File: src/rtl/conf_int_apx_pkg.sv
// Shared types and helpers for the configurable-precision adder controller.
package conf_int_apx_pkg;

  typedef enum logic [1:0] {
    MODE_FULL = 2'b00,
    MODE_APX  = 2'b01,
    MODE_OFF  = 2'b10
  } mode_e;

  typedef enum logic [1:0] {
    RUN    = 2'b00,
    DRAIN  = 2'b01,
    SWITCH = 2'b10
  } state_e;

  // The unused encoding 2'b11 is treated as a request to power the adder off.
  function automatic mode_e mode_sanitize(input logic [1:0] m);
    return (m == 2'b11) ? MODE_OFF : mode_e'(m);
  endfunction

  // Adder domain resets {racc, rapx} for a mode. Without a distinct lower
  // domain (apx_en == 0) APX keeps both domains running, i.e. behaves as FULL.
  function automatic logic [1:0] mode_resets(input mode_e m, input logic apx_en);
    logic [1:0] r;
    case (m)
      MODE_FULL: r = 2'b11;
      MODE_APX:  r = apx_en ? 2'b10 : 2'b11;
      default:   r = 2'b00;
    endcase
    return r;
  endfunction

endpackage

File: src/rtl/conf_int_res_fifo.sv
// Synchronous result FIFO; first-word-fall-through read, active-low sync reset.
module conf_int_res_fifo #(
  parameter int WIDTH = 17,
  parameter int DEPTH = 4,
  parameter int CNT_W = $clog2(DEPTH + 1)
) (
  input  logic             clk,
  input  logic             racc,
  input  logic             push,
  input  logic [WIDTH-1:0] wdata,
  input  logic             pop,
  output logic [WIDTH-1:0] rdata,
  output logic             empty,
  output logic [CNT_W-1:0] count
);

  localparam int AW = (DEPTH > 1) ? $clog2(DEPTH) : 1;

  logic [WIDTH-1:0] mem [DEPTH];
  logic [AW-1:0]    wr_ptr;
  logic [AW-1:0]    rd_ptr;
  logic             push_ok;
  logic             pop_ok;

  assign empty   = (count == '0);
  assign push_ok = push && (count != CNT_W'(DEPTH));
  assign pop_ok  = pop && !empty;
  assign rdata   = mem[rd_ptr];

  // Storage array holds data only and is never reset.
  always_ff @(posedge clk) begin
    if (push_ok) mem[wr_ptr] <= wdata;
  end

  // Pointers wrap naturally because DEPTH is a power of two.
  always_ff @(posedge clk) begin
    if (!racc) begin
      wr_ptr <= '0;
      rd_ptr <= '0;
      count  <= '0;
    end else begin
      if (push_ok) wr_ptr <= wr_ptr + 1'b1;
      if (pop_ok)  rd_ptr <= rd_ptr + 1'b1;
      case ({push_ok, pop_ok})
        2'b10:   count <= count + 1'b1;
        2'b01:   count <= count - 1'b1;
        default: count <= count;
      endcase
    end
  end

endmodule

File: src/rtl/conf_int_add_prec_ctrl.sv
// Initiator-side controller for the configurable-precision adder: issues
// operand pairs, sequences precision changes and buffers tagged results.
module conf_int_add_prec_ctrl
  import conf_int_apx_pkg::*;
#(
  parameter int OP_BITWIDTH        = 16,
  parameter int DATA_PATH_BITWIDTH = 16,
  parameter int ADD_LAT            = 2,
  parameter int FIFO_DEPTH         = 4
) (
  input  logic                          clk,
  input  logic                          racc,
  input  logic [1:0]                    mode_req,
  output logic [1:0]                    mode_cur,
  input  logic                          in_valid,
  output logic                          in_ready,
  input  logic [DATA_PATH_BITWIDTH-1:0] in_a,
  input  logic [DATA_PATH_BITWIDTH-1:0] in_b,
  output logic [DATA_PATH_BITWIDTH-1:0] add_a,
  output logic [DATA_PATH_BITWIDTH-1:0] add_b,
  output logic                          add_racc,
  output logic                          add_rapx,
  input  logic [DATA_PATH_BITWIDTH-1:0] add_d,
  output logic                          out_valid,
  input  logic                          out_ready,
  output logic [DATA_PATH_BITWIDTH-1:0] out_d,
  output logic                          out_apx
);

  localparam int   DW     = DATA_PATH_BITWIDTH;
  localparam logic APX_EN = (OP_BITWIDTH < DATA_PATH_BITWIDTH);
  localparam int   FCNT_W = $clog2(FIFO_DEPTH + 1);
  localparam int   IFL_W  = $clog2(ADD_LAT + 2);
  localparam int   OCC_W  = $clog2(FIFO_DEPTH + ADD_LAT + 2);

  state_e            state;
  mode_e             target;
  mode_e             mode_q;
  mode_e             req;
  logic [ADD_LAT:0]  vld_p;
  logic [ADD_LAT:0]  apx_p;
  logic [IFL_W-1:0]  inflight;
  logic [FCNT_W-1:0] fifo_count;
  logic [OCC_W-1:0]  occ;
  logic              credit_ok;
  logic              issue;
  logic              fifo_empty;
  logic [DW:0]       fifo_rdata;

  assign req      = mode_sanitize(mode_req);
  assign mode_cur = mode_q;

  // Count of operations between issue and FIFO capture.
  always_comb begin
    inflight = '0;
    for (int i = 0; i <= ADD_LAT; i++) inflight = inflight + IFL_W'(vld_p[i]);
  end

  // Credit uses only registered occupancy, so a same-cycle pop frees nothing yet.
  assign occ       = OCC_W'(fifo_count) + OCC_W'(inflight);
  assign credit_ok = (occ < OCC_W'(FIFO_DEPTH));
  assign in_ready  = racc && (state == RUN) && (req == mode_q) &&
                     (mode_q != MODE_OFF) && credit_ok;
  assign issue     = in_valid && in_ready;

  // Mode sequencer: changes apply only once the adder pipe is empty, with a
  // single cycle of both domains held in reset to flush adder registers.
  always_ff @(posedge clk) begin
    if (!racc) begin
      state    <= SWITCH;
      target   <= MODE_FULL;
      mode_q   <= MODE_FULL;
      add_racc <= 1'b0;
      add_rapx <= 1'b0;
    end else begin
      case (state)
        RUN: begin
          if (req != mode_q) begin
            target <= req;
            state  <= DRAIN;
          end
        end
        DRAIN: begin
          if (inflight == '0) begin
            add_racc <= 1'b0;
            add_rapx <= 1'b0;
            state    <= SWITCH;
          end
        end
        SWITCH: begin
          mode_q               <= target;
          {add_racc, add_rapx} <= mode_resets(target, APX_EN);
          state                <= RUN;
        end
        default: state <= SWITCH;
      endcase
    end
  end

  // ---- stage p0: operands registered toward the adder (zero when idle) ----
  always_ff @(posedge clk) begin
    if (!racc) begin
      add_a <= '0;
      add_b <= '0;
    end else begin
      add_a <= issue ? in_a : '0;
      add_b <= issue ? in_b : '0;
    end
  end

  // ---- stages p0..pADD_LAT: valid tag shift, aligned with adder latency ----
  always_ff @(posedge clk) begin
    if (!racc) vld_p <= '0;
    else       vld_p <= {vld_p[ADD_LAT-1:0], issue};
  end

  // Mode tag travels with the valid bit; its stale content is masked by vld_p.
  always_ff @(posedge clk) begin
    apx_p <= {apx_p[ADD_LAT-1:0], issue && (mode_q == MODE_APX)};
  end

  // ---- capture: adder result enters the FIFO when the tag reaches the end ----
  conf_int_res_fifo #(
    .WIDTH (DW + 1),
    .DEPTH (FIFO_DEPTH),
    .CNT_W (FCNT_W)
  ) u_fifo (
    .clk   (clk),
    .racc  (racc),
    .push  (vld_p[ADD_LAT]),
    .wdata ({apx_p[ADD_LAT], add_d}),
    .pop   (out_valid && out_ready),
    .rdata (fifo_rdata),
    .empty (fifo_empty),
    .count (fifo_count)
  );

  assign out_valid = !fifo_empty;
  assign out_apx   = fifo_rdata[DW];
  assign out_d     = fifo_rdata[DW-1:0];

endmodule

File: config.mk
export PLATFORM = sky130hd
export DESIGN_NAME = conf_int_add_prec_ctrl
export DESIGN_NICKNAME = d
export VERILOG_FILES = /design/src/rtl/conf_int_apx_pkg.sv /design/src/rtl/conf_int_res_fifo.sv /design/src/rtl/conf_int_add_prec_ctrl.sv
export SDC_FILE = /design/constraint.sdc
export NUM_CORES = 1
export LEC_CHECK = 0
export CAP_MARGIN = 20
export CELL_PAD_IN_SITES_DETAIL_PLACEMENT = 0
export CELL_PAD_IN_SITES_GLOBAL_PLACEMENT = 1
export CORE_AREA = 2 2 111 113
export DETAILED_ROUTE_END_ITERATION = 8
export DIE_AREA = 0 0 113 115
export PLACE_DENSITY = 0.85
export SLEW_MARGIN = 20
export SYNTH_ARGS = -nofsm -noshare
export SYNTH_HDL_FRONTEND = slang
export SYNTH_SLANG_ARGS = --single-unit
File: constraint.sdc
create_clock -name clk -period 2.85 [get_ports clk]
set_clock_uncertainty 0.1 [all_clocks]
set_input_delay 0.285 -clock clk [delete_from_list [all_inputs] [get_ports clk]]
set_output_delay 0.285 -clock clk [all_outputs]
set_load 0.02 [all_outputs]
# Word-level counts from Yosys, hierarchy flattened
# Memories as Yosys holds them, arrays and structs flattened. A register that Yosys moved wholly into a read port is not among the register bits.
# Cells that the tools add are included.
[word_totals]
mem_count = 1
ff_bits = 53
mem_bits_rw = 68
in_bits = 54
elab_cells = 68
output_inout_bits = 55
[mem_list]
columns = ["name", "words", "width", "rd", "rd_clocked_by_memory_dff", "write_ports", "line", "text"]
rows = [
  ["u_fifo.mem", 4, 17, 1, 1, 1, "conf_int_res_fifo.sv:19", "logic [WIDTH-1:0] mem [DEPTH];"],
]
[op_classes]
add_sub_neg = 7
eq_ne = 13
n_lt_le_gt_ge = 1
mux = 13
reduce_logical = 21
[ops]
columns = ["cell", "n"]
rows = [
  ["$mux 2", 6],
  ["$logic_and 1x1->1", 9],
  ["$eq 2x1->1 const B", 4],
  ["$reduce_and 2->1", 4],
  ["$eq 2x2->1 const B", 3],
  ["$logic_not 2->1", 3],
  ["$pmux 2 s3", 1],
  ["$pmux 3 s2", 1],
  ["$add 2x1->2 const B", 2],
  ["$ne 2x2->1 const B", 2],
  ["$pmux 1 s2", 2],
  ["$reduce_bool 2->1", 2],
  ["$add 3x1->3 const B", 1],
  ["$add 3x2->3", 1],
  ["$logic_not 3->1", 1],
  ["$lt 3x3->1 const B", 1],
  ["$mux 1", 3],
  ["$ne 3x3->1 const B", 1],
  ["$sub 3x1->3 const B", 1],
  ["$add 1x1->2", 1],
  ["$add 2x1->2", 1],
  ["$eq 2x2->1", 1],
  ["$ne 2x1->1 const B", 1],
  ["$ne 2x2->1", 1],
  ["other kinds (2)", 2],
]

# Depth between registers and ports, before layout
[logic_depth]
depth_word = 8
mapped_depth = 9
depth_no_buf = 8

# Cells and area by module
# Synthesis repeated with hierarchy kept, for this count alone.
[hier_totals]
cells_unflattened = 272
hier_area_um2 = 4768.3
[modules_own_cells]
columns = ["module", "n_inst", "cells_each", "area_each_um2"]
rows = [
  ["conf_int_res_fifo", 1, 142, 2979.1],
  ["conf_int_add_prec_ctrl", 1, 130, 1789.2],
]

# Worst setup path before layout
# OpenSTA, ideal clock, no wires.
[synth_path]
kind = "register -> output"
start = "register vld_p[0]"
end = "output in_ready"
n_path_buf = 1
t_arrival_ns = 2.070
stages_incl_launch_ff = 7
path_slack_ns = 0.395
path_cell_list = "dfxtp_1 > fa_1 > ha_1 > a31oi_2 > xnor2_2 > buf_2 > nor3_1"
[synth_via]
elab_chain_cells = 5
[synth_lines]
columns = ["item", "line", "text"]
rows = [
  ["start, declared", "conf_int_add_prec_ctrl.sv:40", "logic [ADD_LAT:0] vld_p;"],
  ["start signal, assigned", "conf_int_add_prec_ctrl.sv:114", "else vld_p <= {vld_p[ADD_LAT-1:0], issue};"],
  ["$add 1x1->2", "conf_int_add_prec_ctrl.sv:56", "for (int i = 0; i <= ADD_LAT; i++) inflight = inflight + IFL_W'(vld_p[i]);"],
  ["$add 2x1->2", "conf_int_add_prec_ctrl.sv:56", ""],
  ["$add 3x2->3", "conf_int_add_prec_ctrl.sv:60", "assign occ = OCC_W'(fifo_count) + OCC_W'(inflight);"],
  ["$lt 3x3->1", "conf_int_add_prec_ctrl.sv:61", "assign credit_ok = (occ < OCC_W'(FIFO_DEPTH));"],
  ["$logic_and 1x1->1", "conf_int_add_prec_ctrl.sv:63", "(mode_q != MODE_OFF) && credit_ok;"],
  ["end, declared", "conf_int_add_prec_ctrl.sv:16", "output logic in_ready,"],
]
# Every way passes these cells.

# Worst setup path in the final report
# Ends and elaborated chain as after synthesis.

==> flow_metrics.py <==
metrics = {
    "run_status": {
        "status": "complete, but fails checks",
        "violations": "DRC",
    },
    "floorplanning": {
        "placementRows": 40,
        "io_pins": 109,
        "die_x_um": 113,
        "die-area_um2": 13000,
        "start_util_pct": 40.33,
        "core-area_um2": 11810,
        "die_h_um": 115,
    },
    "global_route": {
        "grt_usage_pct": 14.84,
        "grt_pass1_wl_um": 14950,
        "grt_max_degree": 36,
        "antenna_found_initial": 0,
        "grt_pass1_vias": 3030,
        "overflow": 0,
    },
    "hold_path": {
        "hold_path.class": "register to register",
        "min_delay_path_depth": 0,
        "worstHoldEndpoint": "apx_p[2]",
        "min-delay-start": "apx_p[1]",
    },
    "placement": {
        "globalplace.congestion": 0.7284,
        "placed_cell_area_um2": 5974,
        "portBuffers": 108,
        "dpl.hpwl_um": 5920,
    },
    "clock_tree": {
        "path_clk_slew_ps": 50,
        "root_buffer": "clkbuf_16",
        "clock_sinks": 122,
        "h-tree-depth": 4,
        "cts_buffer_depth": 2,
        "insertion_delay_ps": 400,
        "holdBufCountCts": 0,
        "numCtsBuffers": 17,
        "cts_tree": "done",
    },
    "pwr": {
        "p_switching_uw": 894.0,
        "p_sw_share_pct": 21.27,
        "p_seq_share_pct": 44.7,
        "p_clk_share_pct": 49.6,
        "p_int_mw": 3.309,
        "leakage_nw": 2.184,
        "p_total_mw": 4.203,
        "pwr-share-comb_pct": 5.6,
        "p_per_area_nw_per_um2": 640.3,
        "vdd_drop_max_mv": 0.3418,
    },
    "layout": {
        "layout.nets": 482,
        "nFillCells": 943,
        "area_delta_synth_final_pct": 37.80,
        "multi_input_area_um2": 1485,
        "insertedDiodeCount": 0,
        "finalInstanceArea_um2": 6564,
        "drive_gt1_share_pct": 21.94,
        "ff_latch_area_um2": 3123,
    },
    "logic_synthesis": {
        "synthTopCellsByArea": "edfxtp_1, dfxtp_1, mux4_2",
        "synth_top_area_share_pct": 42.87,
        "netlist_instances": 306,
        "synth_cell_types": 46,
        "yosysTopAreaCell": "edfxtp_1",
        "syn_nets": 368,
        "synth_most_common_cell": "edfxtp_1",
        "avgSynthCellArea_um2": 15.57,
        "syn_area_um2": 4763,
        "synthArstFlopShare_pct": 0,
        "synth-warning-count": 0,
        "ys_seq_area_share_pct": 65.56,
        "synth_edf_count": 68,
        "ys_seq_elements": 122,
        "yosys-top-cells-count": "edfxtp_1, dfxtp_1, nand2_1, nor4_2, mux4_2",
        "synthFlopType": "edfxtp_1",
    },
    "drt": {
        "drc": 8,
        "drt_iter0_markers": 158,
        "num_vias": 2830,
        "wirelength_um": 9217,
        "wire_per_inst_um": 15.89,
        "postRouteAntennaNets": 0,
        "drt_pass1_iterations": 8,
        "drt-vias-per-instance": 4.879,
    },
    "worst_setup_path": {
        "cp_cell_sequence": "fa_1 > ha_1 > a31oi_2 > xnor2_4 > nor3_1 > clkdlybuf4s15_1",
        "cp.required_ps": 2470,
        "reg2reg_setup_slack_ps": 450,
        "crit_family": "adder cells",
        "r2r_cells": 8,
        "reg2reg_to": "u_fifo.count[2]",
        "crit_type": "register to primary output",
        "slowest_delay_ps": 460,
        "cp_num_buf_inv": 1,
        "slowest_stage": "fa_1",
        "worstSetupEndpointType": "primary output",
        "critPathArrivalTime_ps": 2360,
        "startpoint_type": "register",
        "crit_fanout": 3,
        "rr_startpoint": "u_fifo.count[0]",
    },
    "job": {
        "maxCapViolations": 0,
    },
    "sta": {
        "finalCritPeriodShare_pct": 96.15,
        "period_minus_slack_ps": 2740,
        "hold_viol": 0,
        "setup_viol": 0,
        "tightest_slew_ps": 911.9,
        "max_freq_ghz": 0.3649,
        "rsz0062_at_grt": "false",
        "fin_tns_setup_ps": 0,
        "slew_violations": 0,
        "maxSlewHeadroom_pct": 39.21,
    },
}
==> sequential cells by signal (all words and copies together) (netlist names), 3 cells and up, named ones only <==
register and cells:
vld_p 3, u_fifo.count 3, add_b 16, add_a 16
apx_p 3, u_fifo.mem 68
==> per-layer routing <==
| layer | routed length (um) | part of all wire, % | up-vias | GRT usage (%) |
|---|---|---|---|---|
| li1 | - | - | 1377 | - |
| met1 | 3898 | 42 | 1349 | 17.58 |
| met2 | 4480 | 49 | 94 | 24.63 |
| met3 | 773 | 8.4 | 10 | 7.222 |
| met4 | 65 | 0.71 | 0 | 3.415 |
| met5 | 0 | 0 | - | 0 |
==> kinds of logic (layout without fill, tap and decap cells) <==
| group | after synthesis | after routing | synth area share (%) |
|---|---|---|---|
| compound gates | 16 | 16 | 2.390 |
| simple gates | 103 | 103 | 15.81 |
| xor+xnor | 6 | 6 | 1.261 |
| mux | 21 | 21 | 8.878 |
| buf+inv | 30 | 157 | 3.677 |
| fa+ha+maj | 8 | 8 | 2.417 |
| flops | 122 | 122 | 65.56 |
==> stage by stage <==
step / utilization, % / setup WS [ps] / cells / hold WS (ps)
2_1_floorplan: - / 394.7 / 306 / 209.6
3_3_place_gp: 50.58 / 247.1 / 548 / 216.3
3_5_place_dp: 50.58 / 195.6 / 548 / 212.1
4_1_cts: 55.56 / 62.21 / 580 / 225.1
5_1_grt: 55.57 / 9.676 / 580 / 233.7
6_report: 55.57 / 109.7 / 580 / 225.2
==> worst max path at each step <==
| stage | from | endpoint | slack [ps] | cells after the start |
|---|---|---|---|---|
| finish | vld_p[0] | in_ready | 110 | 6 |
| global route | vld_p[0] | in_ready | 10 | 6 |
| CTS | vld_p[0] | in_ready | 60 | 6 |
| detailed placement | vld_p[0] | in_ready | 200 | 6 |
| global placement | vld_p[0] | in_ready | 250 | 6 |
| floorplan | vld_p[0] | in_ready | 390 | 6 |
==> cell type report <==
cell class	instances	share of cell area, %
Timing Repair Buffer	118	17.61
Inverter	7	0.4003
Clock inverter	12	2.173
Multi-Input combinational cell	154	22.63
Sequential cell	122	47.58
Clock buffer	20	6.805
Tap cell	147	2.802
==> power by group through the flow <==
stage          logic (mW)  clock network [mW]  registers (mW)
2_1_floorplan       0.113                   0            1.92
3_5_place_dp        0.238                   0            1.92
4_1_cts             0.239                2.13            1.88
5_1_grt             0.256                2.21            1.88
6_report            0.237                2.09            1.88
3_3_place_gp        0.235                   0            1.92
==> cell usage in the layout, fill, tap and decap left out, types with 3 or more instances in the layout <==
cell type,instances
nand2_1,37
inv_1,6
clkinv_4,4
buf_4,10
nor4_1,4
mux4_2,17
and3_1,4
dfxtp_1,54
xor2_1,3
clkbuf_16,17
a21oi_1,5
clkdlybuf4s50_1,107
ha_1,6
nor4_4,3
nor2_1,10
edfxtp_1,68
mux2i_1,4
nor4_2,26
clkinvlp_4,4
==> repair_timing <==
item	CTS	global route
endpoints found under the setup margin	1	1
buffers inserted	0	0
pin swaps	0	0
resized for setup	1	1
hold endpoints to repair	0	0
(Power assumes the default switching activity.)
